### src/rtl/if_fetch_unit_pkg.sv
// Shared types and constants for the instruction-fetch stage.
package if_fetch_unit_pkg;

  localparam int          CPU_W    = 32;
  localparam logic [31:0] INST_NOP = 32'h0000_0013;

  typedef struct packed {
    logic [CPU_W-1:0] pc;
    logic [CPU_W-1:0] inst;
  } fetch_pair_t;

  function automatic logic [CPU_W-1:0] word_addr(input logic [CPU_W-1:0] addr);
    return {addr[CPU_W-1:2], 2'b00};
  endfunction

endpackage

### src/rtl/if_fetch_unit_fifo_sync.sv
// Synchronous FIFO with clear; power-of-two DEPTH, push while full is accepted only alongside a pop.
module fifo_sync #(
  parameter int WIDTH = 32,
  parameter int DEPTH = 2
) (
  input  logic                       clk,
  input  logic                       rst,
  input  logic                       clear,
  input  logic                       push,
  input  logic                       pop,
  input  logic [WIDTH-1:0]           wdata,
  output logic [WIDTH-1:0]           rdata,
  output logic [$clog2(DEPTH+1)-1:0] count
);

  localparam int AW = (DEPTH > 1) ? $clog2(DEPTH) : 1;
  localparam int CW = $clog2(DEPTH+1);

  logic [WIDTH-1:0] mem_r [DEPTH];
  logic [AW-1:0]    wr_ptr_r;
  logic [AW-1:0]    rd_ptr_r;
  logic [CW-1:0]    count_r;
  logic             full_s;
  logic             empty_s;
  logic             do_push_s;
  logic             do_pop_s;

  assign full_s    = (count_r == CW'(DEPTH));
  assign empty_s   = (count_r == '0);
  assign do_pop_s  = pop && !empty_s;
  assign do_push_s = push && (!full_s || do_pop_s);
  assign rdata     = mem_r[rd_ptr_r];
  assign count     = count_r;

  // Storage write; contents need no reset since count gates visibility.
  always_ff @(posedge clk) begin
    if (do_push_s) begin
      mem_r[wr_ptr_r] <= wdata;
    end
  end

  // Pointer and occupancy update.
  always_ff @(posedge clk) begin
    if (rst || clear) begin
      wr_ptr_r <= '0;
      rd_ptr_r <= '0;
      count_r  <= '0;
    end else begin
      if (do_push_s) begin
        wr_ptr_r <= wr_ptr_r + AW'(1);
      end
      if (do_pop_s) begin
        rd_ptr_r <= rd_ptr_r + AW'(1);
      end
      case ({do_push_s, do_pop_s})
        2'b10:   count_r <= count_r + CW'(1);
        2'b01:   count_r <= count_r - CW'(1);
        default: count_r <= count_r;
      endcase
    end
  end

endmodule

### src/rtl/if_fetch_unit.sv
// Fetch stage: issues word reads for pcIn under a credit limit, pairs returned words with their
// PCs, buffers them for decode, and drops in-flight responses after a flush.
module if_fetch_unit
  import if_fetch_unit_pkg::*;
#(
  parameter int FIFO_DEPTH = 2,
  parameter int MAX_OUTST  = 2
) (
  input  logic             clk,
  input  logic             rst,
  input  logic [CPU_W-1:0] pcIn,
  input  logic             flushIn,
  output logic             holdReqOut,
  output logic             imemReqOut,
  output logic [CPU_W-1:0] imemAddrOut,
  input  logic             imemGntIn,
  input  logic             imemRvalidIn,
  input  logic [CPU_W-1:0] imemRdataIn,
  output logic             instValidOut,
  output logic [CPU_W-1:0] instOut,
  output logic [CPU_W-1:0] instPcOut,
  input  logic             instReadyIn
);

  localparam int OW = $clog2(MAX_OUTST+1);
  localparam int FW = $clog2(FIFO_DEPTH+1);

  logic [OW-1:0]    outst_r;
  logic [OW-1:0]    drop_r;
  logic [OW-1:0]    outst_nxt_s;
  logic [OW-1:0]    drop_nxt_s;
  logic [FW-1:0]    fifo_cnt_s;
  logic [OW-1:0]    pend_cnt_s;
  logic [CPU_W-1:0] pend_pc_s;
  logic [63:0]      out_rdata_s;
  fetch_pair_t      head_s;
  fetch_pair_t      push_pair_s;
  logic             can_issue_s;
  logic             grant_s;
  logic             rsp_s;
  logic             keep_s;
  logic             pop_out_s;

  assign can_issue_s = ((int'(outst_r) + int'(fifo_cnt_s)) < FIFO_DEPTH) &&
                       (int'(outst_r) < MAX_OUTST) && !flushIn && !rst;
  assign imemReqOut  = can_issue_s;
  assign imemAddrOut = word_addr(pcIn);
  assign grant_s     = imemReqOut && imemGntIn;
  assign holdReqOut  = !grant_s && !flushIn;

  // A response with nothing outstanding (e.g. one that straddled a reset) is ignored.
  assign rsp_s  = imemRvalidIn && (outst_r != '0) && !rst;
  assign keep_s = rsp_s && (drop_r == '0) && (pend_cnt_s != '0) && !flushIn;

  assign push_pair_s.pc   = pend_pc_s;
  assign push_pair_s.inst = imemRdataIn;
  assign head_s           = out_rdata_s;

  assign instValidOut = (fifo_cnt_s != '0) && !rst;
  assign instOut      = instValidOut ? head_s.inst : INST_NOP;
  assign instPcOut    = instValidOut ? head_s.pc : 32'h0000_0000;
  assign pop_out_s    = instValidOut && instReadyIn && !flushIn;

  // Outstanding/drop counter next-state; flush converts everything in flight into drops.
  always_comb begin
    outst_nxt_s = outst_r;
    drop_nxt_s  = drop_r;
    if (flushIn) begin
      outst_nxt_s = rsp_s ? (outst_r - OW'(1)) : outst_r;
      drop_nxt_s  = rsp_s ? (outst_r - OW'(1)) : outst_r;
    end else begin
      case ({grant_s, rsp_s})
        2'b10:   outst_nxt_s = outst_r + OW'(1);
        2'b01:   outst_nxt_s = outst_r - OW'(1);
        default: outst_nxt_s = outst_r;
      endcase
      if (rsp_s && (drop_r != '0)) begin
        drop_nxt_s = drop_r - OW'(1);
      end else begin
        drop_nxt_s = drop_r;
      end
    end
  end

  // Counter registers.
  always_ff @(posedge clk) begin
    if (rst) begin
      outst_r <= '0;
      drop_r  <= '0;
    end else begin
      outst_r <= outst_nxt_s;
      drop_r  <= drop_nxt_s;
    end
  end

  fifo_sync #(
    .WIDTH (CPU_W),
    .DEPTH (MAX_OUTST)
  ) u_pend_q (
    .clk   (clk),
    .rst   (rst),
    .clear (flushIn),
    .push  (grant_s),
    .pop   (keep_s),
    .wdata (pcIn),
    .rdata (pend_pc_s),
    .count (pend_cnt_s)
  );

  fifo_sync #(
    .WIDTH (64),
    .DEPTH (FIFO_DEPTH)
  ) u_out_q (
    .clk   (clk),
    .rst   (rst),
    .clear (flushIn),
    .push  (keep_s),
    .pop   (pop_out_s),
    .wdata (push_pair_s),
    .rdata (out_rdata_s),
    .count (fifo_cnt_s)
  );

endmodule

### config.mk
export PLATFORM = sky130hd
export DESIGN_NAME = if_fetch_unit
export DESIGN_NICKNAME = d
export VERILOG_FILES = /design/src/rtl/if_fetch_unit_pkg.sv /design/src/rtl/if_fetch_unit_fifo_sync.sv /design/src/rtl/if_fetch_unit.sv
export SDC_FILE = /design/constraint.sdc
export NUM_CORES = 1
export LEC_CHECK = 0
export BUFFER_PORTS_ARGS = -buffer_cell sky130_fd_sc_hd__buf_2
export CAP_MARGIN = 20
export CELL_PAD_IN_SITES_DETAIL_PLACEMENT = 1
export CELL_PAD_IN_SITES_GLOBAL_PLACEMENT = 1
export CORE_MARGIN = 5
export CORE_UTILIZATION = 41
export DETAILED_ROUTE_END_ITERATION = 7
export PLACE_DENSITY_LB_ADDON = 0.15
export SLEW_MARGIN = 10
export SYNTH_ARGS = -nofsm -noshare
export SYNTH_HDL_FRONTEND = slang
export SYNTH_SLANG_ARGS = --single-unit
### constraint.sdc
create_clock -name clk -period 4.2 [get_ports clk]
set_input_delay 0 -clock clk [delete_from_list [all_inputs] [get_ports clk]]
set_output_delay 0 -clock clk [all_outputs]
set_load 0.05 [all_outputs]
==> impl_results.md <==
* Post-synth top area cell: edfxtp_1
* Clock power share at 0.434
* I/O pin total at 169
* Critical path fanouts, max at 32
* M2 GR Usage at 0.281
* Clock Tree Buf Depth at 3
* Starting density of the core at 0.418
* Clock transition at path regs at 0.06 ns
* Area contributors post-synth: edfxtp_1 71%, mux2i_1 7.8%, mux2_2 4.3%
* # nets final at 788
* CTS tree: built
* Wire per inst at 18.3 µm
* Hold Vio Cnt, Final at 0
* CP required at 4.31 ns
* RSZ-0062 raised after global routing: false
* Crit-path cells: inv_1 -> nor2_1 -> fa_1 -> nor3_1 -> o2111ai_2 -> nor2_4
* Delay-heaviest family, CP: simple AND/OR/NAND/NOR gates
* Core area at 0.0195 mm²
* Gr usage total at 0.158
* Worst setup margin at 1.12 ns
* Max transition margin at 0.318
* Yosys reg bits at 206
* Met1 usage at 0.203
* Detail Placement HPWL at 11.5 mm
* Setup TNS at 0 ns
* Async S/R FF share, synth at 0
* Num rows at 51
* Die Area at 0.0229 mm²
* Leak at 3.77 nW
* Synth Warn # at 0
* DIE HEIGHT at 151 µm
* Most used DFF post-synth: edfxtp_1
* Global Route met3 Usage at 0.0299
* Pre-CTS WS at 1.12 ns
* Setup crit start kind: flop
* Peak supply drop at 0.343 mV
* Fmax at 325 MHz
* Via density at 4.76
* First-pass GRT wire length at 28.0 mm
* Tmin final at 3.08 ns
* Global placement routability congestion at 0.721
* Hold Crit Class: input pin to flop
* Max Cap Viol at 0
* Vias at 4736
* Reg power frac at 0.509
* Worst hold slack at 0.116 ns
* Layout Utilization at 0.539
* DR pass1 iterations at 4
* Post-Synthesis Cells at 502
* Sequential-to-total area share from yosys stat at 0.740
* CTS buffer count at 22
* Initial DRC count at 188
* Grt ovf at 0
* IO Port Bufs at 166
* Largest net degree at the start of global routing at 43
* Initial antenna violation count at 0
* Final Setup Violations at 0
* Comb pwr share at 0.058
* PD cells at 423 mW/mm²
* Share of cells above drive strength 1 at 0.334
* Switching power at 0.905 mW
* Top-area cell type share of the netlist area at 0.706
* Setup Skew at 0.0164 ns
* H-tree Lvls at 1
* Synthesized area per cell at 16.3 µm²
* Synthesis-to-finish area growth at 28.8%
* Status: finished clean
* Highest cell delay on the worst timing path at 0.86 ns
* Slowest cell on the critical path: nor2_4
* Slew Viols, Final at 0
* CTS Sinks at 206
* Least-Margin Pin Slew at 1.02 ns
* Synthesized area at 0.00817 mm²
* Seq. cell area at 0.00605 mm²
* Buffers & Inverters on Critical Path at 1
* Antenna Cells at 0
* Crit end category: flop
* DRT antenna net count at 0
* P_int at 3.54 mW
* Switching share of power at 0.203
* Die X at 151 µm
* Drt drc at 0
* Tcrit/Tclk final at 0.732
* Post-synth EDFFs at 192
* Area of the multi-input gates at 0.00178 mm²
* DRT Wirelength at 18.2 mm
* Root Driver: clkbuf_16
* Synth unique cells at 43
* Fill cell count at 1921
* GR peak layer: met2
* Crit Path Category: flop to flop
* Vias in the first global route at 5199
* Clk_lat worst skew at 0.50 ns
* Critical Path AT at 3.18 ns
## power groups by stage
stage	clock [mW]	sequential (mW)	combinational [mW]
after floorplan	0	2.31	0.144
after CTS	1.97	2.26	0.257
after global routing	2.07	2.26	0.275
after global placement	0	2.31	0.197
final	1.93	2.26	0.256
after detailed placement	0	2.31	0.205
## layer usage
layer	part of all wire	up-vias
met4	0.018	0
li1	-	2234
met1	0.43	2344
met3	0.054	27
met2	0.50	131
met5	0	-
## registers in the layout, summed over array words and instances (netlist names), named ones only
name and count:
u_out_q.wr_ptr_r 1, u_pend_q.wr_ptr_r 1, u_pend_q.count 2, u_out_q.count 2, u_pend_q.mem_r 64, drop_r 2
outst_r 2, u_pend_q.rd_ptr_r 1, u_out_q.mem_r 128, u_out_q.rd_ptr_r 1
## path summary, 6_finish.rpt
| kind | from | endpoint | cells past startpoint | slack, ns |
|---|---|---|---|---|
| max reg2reg | u_out_q.count[0]$_SDFFE_PP0P_ | u_pend_q.mem_r[0][7]$_DFFE_PP_ | 6 | 1.12 |
| max | u_out_q.count[0]$_SDFFE_PP0P_ | u_pend_q.mem_r[0][7]$_DFFE_PP_ | 6 | 1.12 |
| min reg2reg | u_out_q.rd_ptr_r$_SDFFE_PP0P_ | u_out_q.rd_ptr_r$_SDFFE_PP0P_ | 2 | 0.52 |
| min | imemRvalidIn | u_out_q.count[1]$_SDFFE_PP0P_ | 5 | 0.12 |
## kinds of logic after synthesis
| logic type | after synthesis | synth area share |
|---|---|---|
| other cells | 1 | 0.000459 |
| fa+ha+maj | 4 | 0.00704 |
| mux | 97 | 0.124 |
| flops | 206 | 0.740 |
| compound gates | 16 | 0.0130 |
| xor+xnor | 8 | 0.0109 |
| buf+inv | 61 | 0.0461 |
| simple gates | 109 | 0.0588 |
## Yosys cell counts, drive strengths merged (2+ instances only)
cell,count
edfxtp,192
nor2,80
mux2i,64
buf,49
mux2,33
dfxtp,14
inv,9
nand2,8
xnor2,6
a21oi,5
nor3,4
clkbuf,3
ha,3
nand2b,3
o21ai,3
or2,3
a211oi,2
nand3,2
o2111ai,2
xor2,2
## cell usage in the layout (no fill, tap or decap), types with 2 or more instances in the layout
master	netlist	layout
edfxtp_1	192	192
buf_2	16	166
nor2_1	80	76
dlygate4sd3_1	0	69
mux2i_1	64	64
mux2_2	31	31
clkbuf_16	0	23
dfxtp_1	14	12
inv_1	9	9
nand2_1	8	8
xnor2_1	5	5
a21oi_1	5	5
clkinv_1	0	5
clkbuf_1	3	5
nor2_4	0	4
nand2b_1	3	3
o21ai_0	3	3
ha_1	3	3
bufinv_16	0	3
clkinv_2	0	3
or2_2	2	2
mux2_1	2	2
nor3_1	2	2
nand3_1	2	2
a211oi_1	2	2
xor2_1	2	2
conb_1	1	2
buf_12	0	2
## metrics by stage
stage	instances	total power, mW	instance area (µm²)
after floorplan	503	2.45	8180
after global placement	885	2.50	9080
after detailed placement	886	2.51	9100
after CTS	995	4.50	10500
after global routing	995	4.60	10500
final	995	4.45	10500
## worst min-delay path, delay by kind of cell
kind                   cells  cell delay [ns]
buffers and inverters      1             0.12
and+or+nand+nor            3             0.30
AOI/OAI and AO/OA          1             0.14
## repair_timing
item | CTS | global route
buffers inserted | 0 | 0
resized for setup | 0 | 0
endpoints found under the hold margin | 142 | 0
hold buffers | 69 | 0
## area by class of cell
| cell class | instances | share of cell area |
|---|---|---|
| timing repair buffer | 239 | 0.152 |
| clock inverter | 12 | 0.0125 |
| sequential | 206 | 0.575 |
| inverter | 9 | 0.00321 |
| multi-input combinational | 236 | 0.169 |
| clock buffer | 28 | 0.0565 |
| tap | 265 | 0.0315 |
No activity file was read; power rests on OpenSTA's default activity.
